$ cat src/rtl/iir_pkg.sv
// iir_pkg: shared definitions for the iir_biquad_cascade slice.
//   - state_t      : sequencer states (IDLE, MAC, DRAIN, WB, DONE)
//   - K_B0..K_A2   : coefficient index within a section (address = section*5 + k)
//   - unity_coef   : Q-format value of 1.0 for a given number of fractional bits
//   - round_sat    : round-half-up, arithmetic shift, clamp to a signed width
//   - sat_hit      : flags whether round_sat had to clamp
package iir_pkg;

  typedef enum logic [2:0] {
    S_IDLE  = 3'd0,
    S_MAC   = 3'd1,
    S_DRAIN = 3'd2,
    S_WB    = 3'd3,
    S_DONE  = 3'd4
  } state_t;

  localparam logic [2:0] K_B0 = 3'd0;
  localparam logic [2:0] K_B1 = 3'd1;
  localparam logic [2:0] K_B2 = 3'd2;
  localparam logic [2:0] K_A1 = 3'd3;
  localparam logic [2:0] K_A2 = 3'd4;

  // 1.0 in a Q format with 'frac' fractional bits.
  function automatic logic [63:0] unity_coef(input int frac);
    return 64'd1 << frac;
  endfunction

  // Add half an LSB of the output, then drop 'frac' bits (floor shift).
  function automatic logic signed [63:0] round_shift(input logic signed [63:0] acc,
                                                     input int frac);
    logic signed [63:0] half;
    half = 64'sd1 <<< (frac - 1);
    return (acc + half) >>> frac;
  endfunction

  function automatic logic sat_hit(input logic signed [63:0] acc, input int frac,
                                   input int dw);
    logic signed [63:0] r;
    logic signed [63:0] hi;
    logic signed [63:0] lo;
    r  = round_shift(acc, frac);
    hi = (64'sd1 <<< (dw - 1)) - 64'sd1;
    lo = -(64'sd1 <<< (dw - 1));
    return (r > hi) || (r < lo);
  endfunction

  function automatic logic signed [63:0] round_sat(input logic signed [63:0] acc,
                                                   input int frac, input int dw);
    logic signed [63:0] r;
    logic signed [63:0] hi;
    logic signed [63:0] lo;
    r  = round_shift(acc, frac);
    hi = (64'sd1 <<< (dw - 1)) - 64'sd1;
    lo = -(64'sd1 <<< (dw - 1));
    if (r > hi) begin
      return hi;
    end else if (r < lo) begin
      return lo;
    end else begin
      return r;
    end
  endfunction

endpackage

$ cat src/rtl/iir_mac.sv
// iir_mac: registered signed multiplier feeding an ACC_W accumulator.
// Ports:
//   clk, reset      : clock, asynchronous active-low reset
//   a, b            : signed multiplier operands (product registered, 1 cycle)
//   acc_clear       : load zero into the accumulator
//   acc_en, acc_sub : add (or subtract) the registered product
//   acc             : accumulator value
module iir_mac #(
  parameter int A_W   = 16,
  parameter int B_W   = 16,
  parameter int ACC_W = 40
) (
  input  logic                    clk,
  input  logic                    reset,
  input  logic signed [A_W-1:0]   a,
  input  logic signed [B_W-1:0]   b,
  input  logic                    acc_clear,
  input  logic                    acc_en,
  input  logic                    acc_sub,
  output logic signed [ACC_W-1:0] acc
);

  localparam int P_W = A_W + B_W;

  (* use_dsp = "yes" *) logic signed [P_W-1:0] prod;
  logic signed [ACC_W-1:0] prod_ext;

  assign prod_ext = {{(ACC_W - P_W){prod[P_W-1]}}, prod};

  // Multiply every cycle; the accumulator consumes the previous cycle's product.
  always_ff @(posedge clk or negedge reset) begin
    if (!reset) begin
      prod <= '0;
      acc  <= '0;
    end else begin
      prod <= P_W'(a) * P_W'(b);
      if (acc_clear) begin
        acc <= '0;
      end else if (acc_en) begin
        acc <= acc_sub ? (acc - prod_ext) : (acc + prod_ext);
      end else begin
        acc <= acc;
      end
    end
  end

endmodule

$ cat src/rtl/iir_biquad_cascade.sv
// iir_biquad_cascade: NUM_CHANNELS x NUM_SECTIONS Direct Form I biquads sharing
// one registered multiplier. Channel is the outer loop, section the inner one;
// each (channel, section) pass takes 5 MAC + 1 DRAIN + 1 WB cycles.
// Ports:
//   clk, reset                   : clock, asynchronous active-low reset
//   sample_valid/sample_in       : frame strobe and packed channel samples
//   sample_ready                 : high only while IDLE can take a frame
//   coef_we/coef_addr/coef_wdata : shadow-bank write (addr = section*5 + k)
//   coef_commit                  : copy shadow to active at the next idle point
//   clear_state                  : zero delay lines and sat_flag (when idle)
//   filtered_output/output_valid : packed results and one-cycle strobe
//   sat_flag                     : sticky saturation indicator
//   overrun                      : pulse when a frame arrives while busy
module iir_biquad_cascade
  import iir_pkg::*;
#(
  parameter int DATA_W       = 16,
  parameter int COEF_W       = 16,
  parameter int COEF_FRAC    = 14,
  parameter int NUM_SECTIONS = 3,
  parameter int NUM_CHANNELS = 2,
  parameter int ACC_W        = 40
) (
  input  logic                                 clk,
  input  logic                                 reset,
  input  logic                                 sample_valid,
  input  logic [NUM_CHANNELS*DATA_W-1:0]       sample_in,
  output logic                                 sample_ready,
  input  logic                                 coef_we,
  input  logic [$clog2(5*NUM_SECTIONS)-1:0]    coef_addr,
  input  logic [COEF_W-1:0]                    coef_wdata,
  input  logic                                 coef_commit,
  input  logic                                 clear_state,
  output logic [NUM_CHANNELS*DATA_W-1:0]       filtered_output,
  output logic                                 output_valid,
  output logic                                 sat_flag,
  output logic                                 overrun
);

  localparam int NCOEF  = 5 * NUM_SECTIONS;
  localparam int NLINE  = NUM_SECTIONS * NUM_CHANNELS;
  localparam int SEC_W  = (NUM_SECTIONS > 1) ? $clog2(NUM_SECTIONS) : 1;
  localparam int CH_W   = (NUM_CHANNELS > 1) ? $clog2(NUM_CHANNELS) : 1;
  localparam int LINE_W = (NLINE > 1) ? $clog2(NLINE) : 1;
  localparam int CIDX_W = $clog2(NCOEF);
  localparam logic [63:0] UNITY_64 = unity_coef(COEF_FRAC);
  localparam logic signed [COEF_W-1:0] UNITY = UNITY_64[COEF_W-1:0];
  localparam logic [SEC_W-1:0] SEC_LAST = SEC_W'(NUM_SECTIONS - 1);
  localparam logic [CH_W-1:0]  CH_LAST  = CH_W'(NUM_CHANNELS - 1);

  state_t                    state;
  logic [2:0]                k;
  logic [SEC_W-1:0]          sec;
  logic [CH_W-1:0]           ch;
  logic signed [DATA_W-1:0]  samp [NUM_CHANNELS];
  logic signed [DATA_W-1:0]  res  [NUM_CHANNELS];
  logic signed [DATA_W-1:0]  stage_y;
  logic signed [DATA_W-1:0]  x1 [NLINE];
  logic signed [DATA_W-1:0]  x2 [NLINE];
  logic signed [DATA_W-1:0]  y1 [NLINE];
  logic signed [DATA_W-1:0]  y2 [NLINE];
  logic signed [COEF_W-1:0]  shadow [NCOEF];
  logic signed [COEF_W-1:0]  active [NCOEF];
  logic                      commit_pend;
  logic                      clear_pend;

  logic [LINE_W-1:0]         line;
  logic [CIDX_W-1:0]         cidx;
  logic signed [DATA_W-1:0]  x_cur;
  logic signed [DATA_W-1:0]  mul_a;
  logic signed [COEF_W-1:0]  mul_b;
  logic                      mac_clear;
  logic                      mac_en;
  logic                      mac_sub;
  logic signed [ACC_W-1:0]   acc;
  logic signed [DATA_W-1:0]  y_new;
  logic                      sat_now;
  logic                      do_commit;
  logic                      do_clear;

  // Operand selection, MAC control and pending-action decode.
  always_comb begin
    line  = LINE_W'(int'(ch) * NUM_SECTIONS + int'(sec));
    cidx  = CIDX_W'(int'(sec) * 5 + int'(k));
    x_cur = (sec == '0) ? samp[ch] : stage_y;
    case (k)
      K_B0:    mul_a = x_cur;
      K_B1:    mul_a = x1[line];
      K_B2:    mul_a = x2[line];
      K_A1:    mul_a = y1[line];
      K_A2:    mul_a = y2[line];
      default: mul_a = '0;
    endcase
    mul_b = active[cidx];
    // Product for tap k lands one cycle later, so the feedback taps (k=3,4)
    // are subtracted at k=4 and in DRAIN.
    mac_clear = (state == S_MAC) && (k == K_B0);
    mac_en    = ((state == S_MAC) && (k != K_B0)) || (state == S_DRAIN);
    mac_sub   = ((state == S_MAC) && (k == K_A2)) || (state == S_DRAIN);
    y_new     = DATA_W'(round_sat(64'(acc), COEF_FRAC, DATA_W));
    sat_now   = sat_hit(64'(acc), COEF_FRAC, DATA_W);
    do_commit = (state == S_IDLE) && (commit_pend || coef_commit);
    do_clear  = (state == S_IDLE) && (clear_pend || clear_state);
  end

  iir_mac #(
    .A_W   (DATA_W),
    .B_W   (COEF_W),
    .ACC_W (ACC_W)
  ) u_mac (
    .clk       (clk),
    .reset     (reset),
    .a         (mul_a),
    .b         (mul_b),
    .acc_clear (mac_clear),
    .acc_en    (mac_en),
    .acc_sub   (mac_sub),
    .acc       (acc)
  );

  // Sequencer: frame capture, pass counters, outputs and pending flags.
  always_ff @(posedge clk or negedge reset) begin
    if (!reset) begin
      state           <= S_IDLE;
      k               <= 3'd0;
      sec             <= '0;
      ch              <= '0;
      stage_y         <= '0;
      sample_ready    <= 1'b1;
      output_valid    <= 1'b0;
      overrun         <= 1'b0;
      sat_flag        <= 1'b0;
      filtered_output <= '0;
      commit_pend     <= 1'b0;
      clear_pend      <= 1'b0;
      for (int c = 0; c < NUM_CHANNELS; c++) begin
        samp[c] <= '0;
        res[c]  <= '0;
      end
    end else begin
      overrun      <= sample_valid & ~sample_ready;
      output_valid <= 1'b0;
      commit_pend  <= do_commit ? 1'b0 : (commit_pend | coef_commit);
      clear_pend   <= do_clear ? 1'b0 : (clear_pend | clear_state);
      case (state)
        S_IDLE: begin
          if (sample_ready && sample_valid) begin
            for (int c = 0; c < NUM_CHANNELS; c++) begin
              samp[c] <= sample_in[c*DATA_W +: DATA_W];
            end
            k            <= 3'd0;
            sec          <= '0;
            ch           <= '0;
            sample_ready <= 1'b0;
            state        <= S_MAC;
          end else begin
            sample_ready <= 1'b1;
            state        <= S_IDLE;
          end
          if (do_clear) begin
            sat_flag <= 1'b0;
          end else begin
            sat_flag <= sat_flag;
          end
        end
        S_MAC: begin
          if (k == K_A2) begin
            state <= S_DRAIN;
          end else begin
            k     <= k + 3'd1;
            state <= S_MAC;
          end
        end
        S_DRAIN: begin
          state <= S_WB;
        end
        S_WB: begin
          if (sat_now) begin
            sat_flag <= 1'b1;
          end else begin
            sat_flag <= sat_flag;
          end
          k       <= 3'd0;
          stage_y <= y_new;
          if (sec == SEC_LAST) begin
            res[ch] <= y_new;
            sec     <= '0;
            if (ch == CH_LAST) begin
              state <= S_DONE;
            end else begin
              ch    <= ch + CH_W'(1);
              state <= S_MAC;
            end
          end else begin
            sec   <= sec + SEC_W'(1);
            state <= S_MAC;
          end
        end
        S_DONE: begin
          for (int c = 0; c < NUM_CHANNELS; c++) begin
            filtered_output[c*DATA_W +: DATA_W] <= res[c];
          end
          output_valid <= 1'b1;
          // A pending commit/clear takes one IDLE cycle before ready rises.
          sample_ready <= ~(commit_pend | coef_commit | clear_pend | clear_state);
          state        <= S_IDLE;
        end
        default: begin
          state <= S_IDLE;
        end
      endcase
    end
  end

  // Coefficient banks: shadow writes any time, active copy only while idle.
  always_ff @(posedge clk or negedge reset) begin
    if (!reset) begin
      for (int i = 0; i < NCOEF; i++) begin
        shadow[i] <= ((i % 5) == 0) ? UNITY : '0;
        active[i] <= ((i % 5) == 0) ? UNITY : '0;
      end
    end else begin
      for (int i = 0; i < NCOEF; i++) begin
        if (coef_we && (int'(coef_addr) == i)) begin
          shadow[i] <= coef_wdata;
        end else begin
          shadow[i] <= shadow[i];
        end
        if (do_commit) begin
          active[i] <= (coef_we && (int'(coef_addr) == i)) ? coef_wdata : shadow[i];
        end else begin
          active[i] <= active[i];
        end
      end
    end
  end

  // Delay lines: shift at write-back, zero on an idle clear.
  always_ff @(posedge clk or negedge reset) begin
    if (!reset) begin
      for (int i = 0; i < NLINE; i++) begin
        x1[i] <= '0;
        x2[i] <= '0;
        y1[i] <= '0;
        y2[i] <= '0;
      end
    end else if (do_clear) begin
      for (int i = 0; i < NLINE; i++) begin
        x1[i] <= '0;
        x2[i] <= '0;
        y1[i] <= '0;
        y2[i] <= '0;
      end
    end else if (state == S_WB) begin
      x2[line] <= x1[line];
      x1[line] <= x_cur;
      y2[line] <= y1[line];
      y1[line] <= y_new;
    end else begin
      x1[line] <= x1[line];
    end
  end

endmodule

$ cat config.mk
export PLATFORM = sky130hd
export DESIGN_NAME = iir_biquad_cascade
export DESIGN_NICKNAME = d
export VERILOG_FILES = /design/src/rtl/iir_pkg.sv /design/src/rtl/iir_mac.sv /design/src/rtl/iir_biquad_cascade.sv
export SDC_FILE = /design/constraint.sdc
export NUM_CORES = 2
export LEC_CHECK = 0
export ABC_AREA = 1
export CAP_MARGIN = 20
export CORE_MARGIN = 3
export CORE_UTILIZATION = 35
export DETAILED_ROUTE_END_ITERATION = 6
export PLACE_DENSITY = 0.48
export SYNTH_ARGS = -nofsm -noshare
export SYNTH_HDL_FRONTEND = slang
export SYNTH_SLANG_ARGS = --single-unit
$ cat constraint.sdc
create_clock -name clk -period 7.7 [get_ports clk]
set_input_delay 0.77 -clock clk [delete_from_list [all_inputs] [get_ports clk]]
set_output_delay 0.77 -clock clk [all_outputs]
set_load 0.02 [all_outputs]
# --- After elaboration in Yosys (flattened, before gate mapping) ---
# Cells that the tools add are included.
# Widths: inputs -> output; s select.
op_classes:
  n_mux: 81
  n_eq_ne: 28
  order_cmp: 7
  add_sub_neg: 8
  bitwise_logic: 10
  n_reduce_logical: 44
  n_mul: 3
op_table:
  columns: ["op", "count"]
  rows:
  - ["$mux 96", 8]
  - ["$mux 16", 33]
  - ["$bwmux 96", 5]
  - ["$bmux 16 s3", 4]
  - ["$mux 40", 3]
  - ["$pmux 16 s5", 1]
  - ["$bmux 16 s4", 1]
  - ["$demux 16 s3", 1]
  - ["$add 40x15->41 const B", 1]
  - ["$add 40x32->40", 1]
  - ["$sub 40x32->40", 1]
  - ["$bwmux 32", 1]
  - ["$eq 4x4->1 const B", 8]
  - ["$mul 16x16->32", 1]
  - ["$gt 27x16->1 const B", 1]
  - ["$lt 27x16->1 const B", 1]
  - ["$logic_and 1x1->1", 23]
  - ["$demux 16 s1", 1]
  - ["$eq 4x3->1 const B", 4]
  - ["$eq 3x2->1 const B", 4]
  - ["$mux 3", 4]
  - ["$pmux 3 s4", 1]
  - ["$mux 1", 10]
  - ["$pmux 3 s3", 1]
  - ["other kinds (35)", 62]
totals:
  ff_bits: 1063
  in_bits: 58
  output_inout_bits: 36

# --- Depth between registers and ports, before layout ---
depth:
  word_depth: 10
  depth_mapped: 42
  depth_no_buf: 37

# --- Cells and area by module ---
# A second synthesis with hierarchy kept.
hier_totals:
  cells_unflattened: 7098
  hier_area_um2: 59931.2
modules_own_cells:
  columns: ["module", "area_each_um2", "seq_area_each_um2", "n_inst", "cells_each"]
  rows:
  - ["iir_biquad_cascade", 43291.5, 24807.5, 1, 4768]
  - ["iir_mac", 16639.7, 1801.7, 1, 2330]

# --- Least setup slack after synthesis ---
# No wires, ideal clock.
synth_path:
  path_kind: "register -> register"
  startpoint: "register ch"
  endpoint: "register u_mac.prod[31]"
  path_buffers: 6
  arrival_ns: 7.701
  path_stages_with_launch: 35
  path_slack_ns: -0.128
  setup_ns: 0.128
  t_required_ns: 7.572
  cell_sequence: "dfrtp_1 buf_2 inv_1 buf_2 clkbuf_1 fa_1 buf_4 nand2_1 inv_1 nand2_1 inv_1 buf_2 a2111oi_0 nor2_1 nand2_1 inv_1 buf_2 nor2_1 inv_1 fa_1 inv_1 fa_1 inv_1 fa_1 fa_1 fa_1 fa_1 inv_1 ha_1 nand2_1 nor4_1 nand3_1 nand3_1 a21oi_1 xor2_1"
synth_via:
  elab_chain_cells: 8
  elab_cells_between_ends: 22
  cone_classes: "1 x add/sub; 2 x mul; 17 x mux; 2 x bitwise"
synth_rtl:
  columns: ["item", "line", "text"]
  rows:
  - ["from (decl)", "iir_biquad_cascade.sv:54", "logic [CH_W-1:0] ch;"]
  - ["from (signal assigned)", "iir_biquad_cascade.sv:191", "ch <= ch + CH_W'(1);"]
  - ["$mul 1x2->3", "iir_biquad_cascade.sv:83", "line = LINE_W'(int'(ch) * NUM_SECTIONS + int'(sec));"]
  - ["$add 3x2->3", "iir_biquad_cascade.sv:83", null]
  - ["$not 3->4 (implied by the code)", null, null]
  - ["$bmux 16 s3, on equally long branches", null, null]
  - ["$mux 16, on equally long branches (2 in a row)", null, null]
  - ["$pmux 16 s5 (*)", "iir_biquad_cascade.sv:86", "case (k)"]
  - ["$mul 16x16->32 (*)", "iir_mac.sv:36", "prod <= P_W'(a) * P_W'(b);"]
  - ["to (signal assigned)", "iir_mac.sv:36", null]
  - ["to (decl)", "iir_mac.sv:25", "(* use_dsp = \"yes\" *) logic signed [P_W-1:0] prod;"]
# Every way passes the cells marked *; elsewhere a longest branch is shown, timed or not. The select of a mux whose other input is x is not followed.
# A chain may end at the register's enable or synchronous reset.

# --- Worst setup path after layout ---
layout_path:
  startpoint: "register sec[1]"
  endpoint: "register u_mac.prod[29]"
layout_via:
  elab_chain_cells: 7
  elab_cells_between_ends: 24
  cone_classes: "2 x add/sub; 2 x mul; 17 x mux; 2 x bitwise; 1 x reduce/logical"
layout_rtl:
  columns: ["item", "line", "text"]
  rows:
  - ["from (decl)", "iir_biquad_cascade.sv:53", "logic [SEC_W-1:0] sec;"]
  - ["from (signal assigned)", "iir_biquad_cascade.sv:195", "sec <= sec + SEC_W'(1);"]
  - ["$mul 2x3->4 or $add 3x2->3 (tied branches)", "iir_biquad_cascade.sv:84, iir_biquad_cascade.sv:83", null]
  - ["$add 4x3->4 or $not 3->4 (tied branches)", null, null]
  - ["$not 4->5 (implied by the code) (tied with other cells)", "iir_biquad_cascade.sv:94", "mul_b = active[cidx];"]
  - ["$bmux 16 s4 (tied with other cells)", "iir_biquad_cascade.sv:94", null]
  - ["$mux 16, on equally long branches", null, null]
  - ["$mux 16 (implied by the code) or $pmux 16 s5 (tied branches)", "iir_biquad_cascade.sv:94, iir_biquad_cascade.sv:86", null]
  - ["$mul 16x16->32 (*)", "iir_mac.sv:36", null]
# Marks and branches as above.

==> impl_metrics.toml <==
[critical_path]
critPathCaptureType = "flop"
cp_common_cell = "buf_4"
crit_type = "flop to flop"
crit_arrival_ps = 8240
critPathRequiredTime_ps = 8360
start_kind = "flop"
cp_slowest_cell = "fa_2"
slowest_delay_ps = 660
crit_fanout = 9

[clocking]
clock-sinks = 1063
clock_latency_ps = 790
cts_tree = "yes"
cts-buffers-inserted = 120
cts_max_path_buffers = 3
htree_levels = 3
cts_root_buf = "clkbuf_16"
holdBufCountCts = 0
clkTransAtPathRegs_ps = 60

[sta]
period_minus_slack_ps = 7578
period_share_pct = 98.41
grt_setup_unrepaired = "true"
setup_viol = 0
slew_violations = 0
clock_skew_ps = 58.61
slew_headroom_pct = 23.70
max_slew.worst_pin.slew_ps = 1145
hold_viol_final = 0
fmaxAchievable_ghz = 0.1320
fin_setup_tns_ps = 0

[final_layout]
fill_cells = 16557
nets = 7638
instances_no_fill = 9475
final_common_cell = "nand2_1"
drive_above_1_share_pct = 15.85
final_util_pct = 42.83
area_growth_pct = 21.11
fin_area_um2 = 70980
mostFrequentLayoutCells = "nand2_1, dfrtp_1, o21ai_0"

[routing]
drc = 0
drtAntennaViolNets = 0
initialDrtViolationCount = 4390
drt-wirelength-per-cell_um = 21.64
num_vias = 48934
vias_per_cell = 5.165
wl_mm = 205.0
detail_route.first_pass.iterations = 6

[logic_synthesis]
seq_area_frac_synth_pct = 45.40
syn_inst = 6796
synth_flop_cell = "dfrtp_1"
netlist_area_um2 = 58610
ys_warn_count = 0
synth-edff-count = 0
synth_compound_area_share_pct = 14.94
synthDistinctLibCells = 56
synthSimpleGateAreaFrac_pct = 16.20
syn_nets = 7252
synth_top_family_by_area = "simple AND/OR/NAND/NOR gates"
synth-async-reset-ratio_pct = 100.0
synth-xor-area-share_pct = 1.285
synth_seq_cells = 1063
synthMuxAreaShare_pct = 2.342
syn_area_per_cell_um2 = 8.624
synthAdderAreaFrac_pct = 11.89

[worst_hold_path]
hold_class = "input pin to asynchronous set/reset pin"

[grt]
first_global_vias = 49029
grt_usage_pct = 23.54
antenna_found_initial = 6
grt_max_degree = 207
overflow = 0
grt_pass1_wl_mm = 312.4

[placed_design]
gp_congestion = 0.8975
placed_area_um2 = 65040
dpl.cell_count = 9203
port_buffers = 93
dp.final_hpwl_mm = 141.9

[floorplan]
dieArea_um2 = 172400
die_h_um = 415.2
coreArea_um2 = 165700
io_pins = 94
initial_core_util_pct = 35.36
dieWidth_um = 415.2
floorplan.rows = 149

[run]
maxCapViolCount = 0

[status]
status = "complete, no violations"
kinds of logic after synthesis:
logic type	after synthesis
buf+inv	1206
mux	122
fa+ha+maj	398
compound gates	1566
xor+xnor	86
simple gates	2355
flops	1063
worst max-delay path, delay by kind of cell, from the launching register on:
family          cells  cell delay (ps)
fa+ha+maj           8             4090
flops               1              370
buf+inv            11             1440
xor+xnor            1              150
simple gates        7              690
compound gates      5              740
layer usage:
| metal | vias up | routed length [um] | track usage (%) |
|---|---|---|---|
| met5 | - | 0 | 0 |
| met4 | 0 | 4977 | 5.825 |
| met3 | 262 | 12070 | 3.366 |
| met2 | 1421 | 95910 | 38.45 |
| met1 | 24349 | 92070 | 32.91 |
| li1 | 22902 | - | - |
layout make-up:
class / count / area (um2) / area share (%)
Clock buffer: 174 / 3550 / 5.001
Antenna cell: 3 / 7.507 / 0.01058
Clock inverter: 49 / 698.2 / 0.9836
Sequential cell: 1063 / 26610 / 37.49
Timing Repair Buffer: 609 / 5627 / 7.927
Inverter: 861 / 3249 / 4.578
Tap cell: 2189 / 2739 / 3.858
Multi-Input combinational cell: 4527 / 28500 / 40.16
path summary, 6_finish.rpt:
kind / start / slack [ps] / end / depth (start not counted)
worst max-delay path: sec[1] / 120 / u_mac.prod[29] / 32
worst min-delay path: reset / 60 / active[147] / 1
worst max register to register: sec[1] / 120 / u_mac.prod[29] / 32
worst min register to register: samp[7] / 470 / samp[7] / 2
max in group asynchronous: reset / 5840 / x1[9] / 3
min in group clk: samp[7] / 470 / samp[7] / 2
registers in the layout (all words and copies together), names as in the netlist, 2 cells and up:
name             flops
active             240
shadow             240
x1                  96
x2                  96
y1                  96
y2                  96
u_mac.acc           40
filtered_output     32
res                 32
samp                32
u_mac.prod          32
stage_y             16
k                    3
state                3
sec                  2
cell usage after synthesis, types with 3 or more instances:
library cell / instances / area share, %
nand2_1: 1483 / 9.5
dfrtp_1: 1056 / 45
o21ai_0: 834 / 7.1
inv_1: 823 / 5.3
nor2_1: 515 / 3.3
a21oi_1: 294 / 2.5
fa_1: 265 / 9.1
clkbuf_1: 245 / 1.6
nand3_1: 240 / 2.0
o22ai_1: 182 / 1.9
ha_1: 133 / 2.8
mux2_2: 121 / 2.3
buf_2: 67 / 0.57
xor2_1: 65 / 0.97
o221ai_1: 48 / 0.72
o21ai_1: 30 / 0.26
a211oi_1: 29 / 0.37
inv_2: 29 / 0.19
nor3_1: 29 / 0.25
a22oi_1: 26 / 0.33
buf_1: 24 / 0.15
o311ai_0: 21 / 0.31
xnor2_1: 21 / 0.31
o211ai_1: 18 / 0.23
nand2_2: 16 / 0.17
nand4_1: 14 / 0.15
o2111ai_1: 12 / 0.18
nor2_2: 11 / 0.12
nor4_1: 11 / 0.12
o21a_1: 11 / 0.14
a21o_1: 10 / 0.13
nand2_4: 10 / 0.19
o31ai_1: 10 / 0.13
or2_2: 10 / 0.11
a221oi_1: 9 / 0.13
clkinv_1: 9 / 0.058
a31oi_1: 8 / 0.085
a32o_1: 7 / 0.12
dfstp_2: 7 / 0.31
a21boi_0: 6 / 0.077
buf_4: 6 / 0.077
o21bai_1: 6 / 0.077
nor3_2: 5 / 0.085
buf_6: 3 / 0.058
metrics by stage:
| stage | worst slack (ps) | hold slack, ps |
|---|---|---|
| CTS | 2.824 | 37.39 |
| global route | -115.0 | 92.25 |
| detailed placement | -450.1 | 459.3 |
| floorplan | 50.25 | 436.6 |
| finish | 122.1 | 56.43 |
| global placement | -453.3 | 452.5 |
what timing repair did:
action | 4_1_cts | 5_1_grt
cloned | 2 | 0
buffers inserted | 23 | 20
gates resized for setup | 120 | 198
pin swaps | 43 | 100
endpoints found under the setup margin | 18 | 20
Power is left out: the tool's default activity adds up to more than one toggle a clock period on the data nets, which glitch-free logic cannot reach.
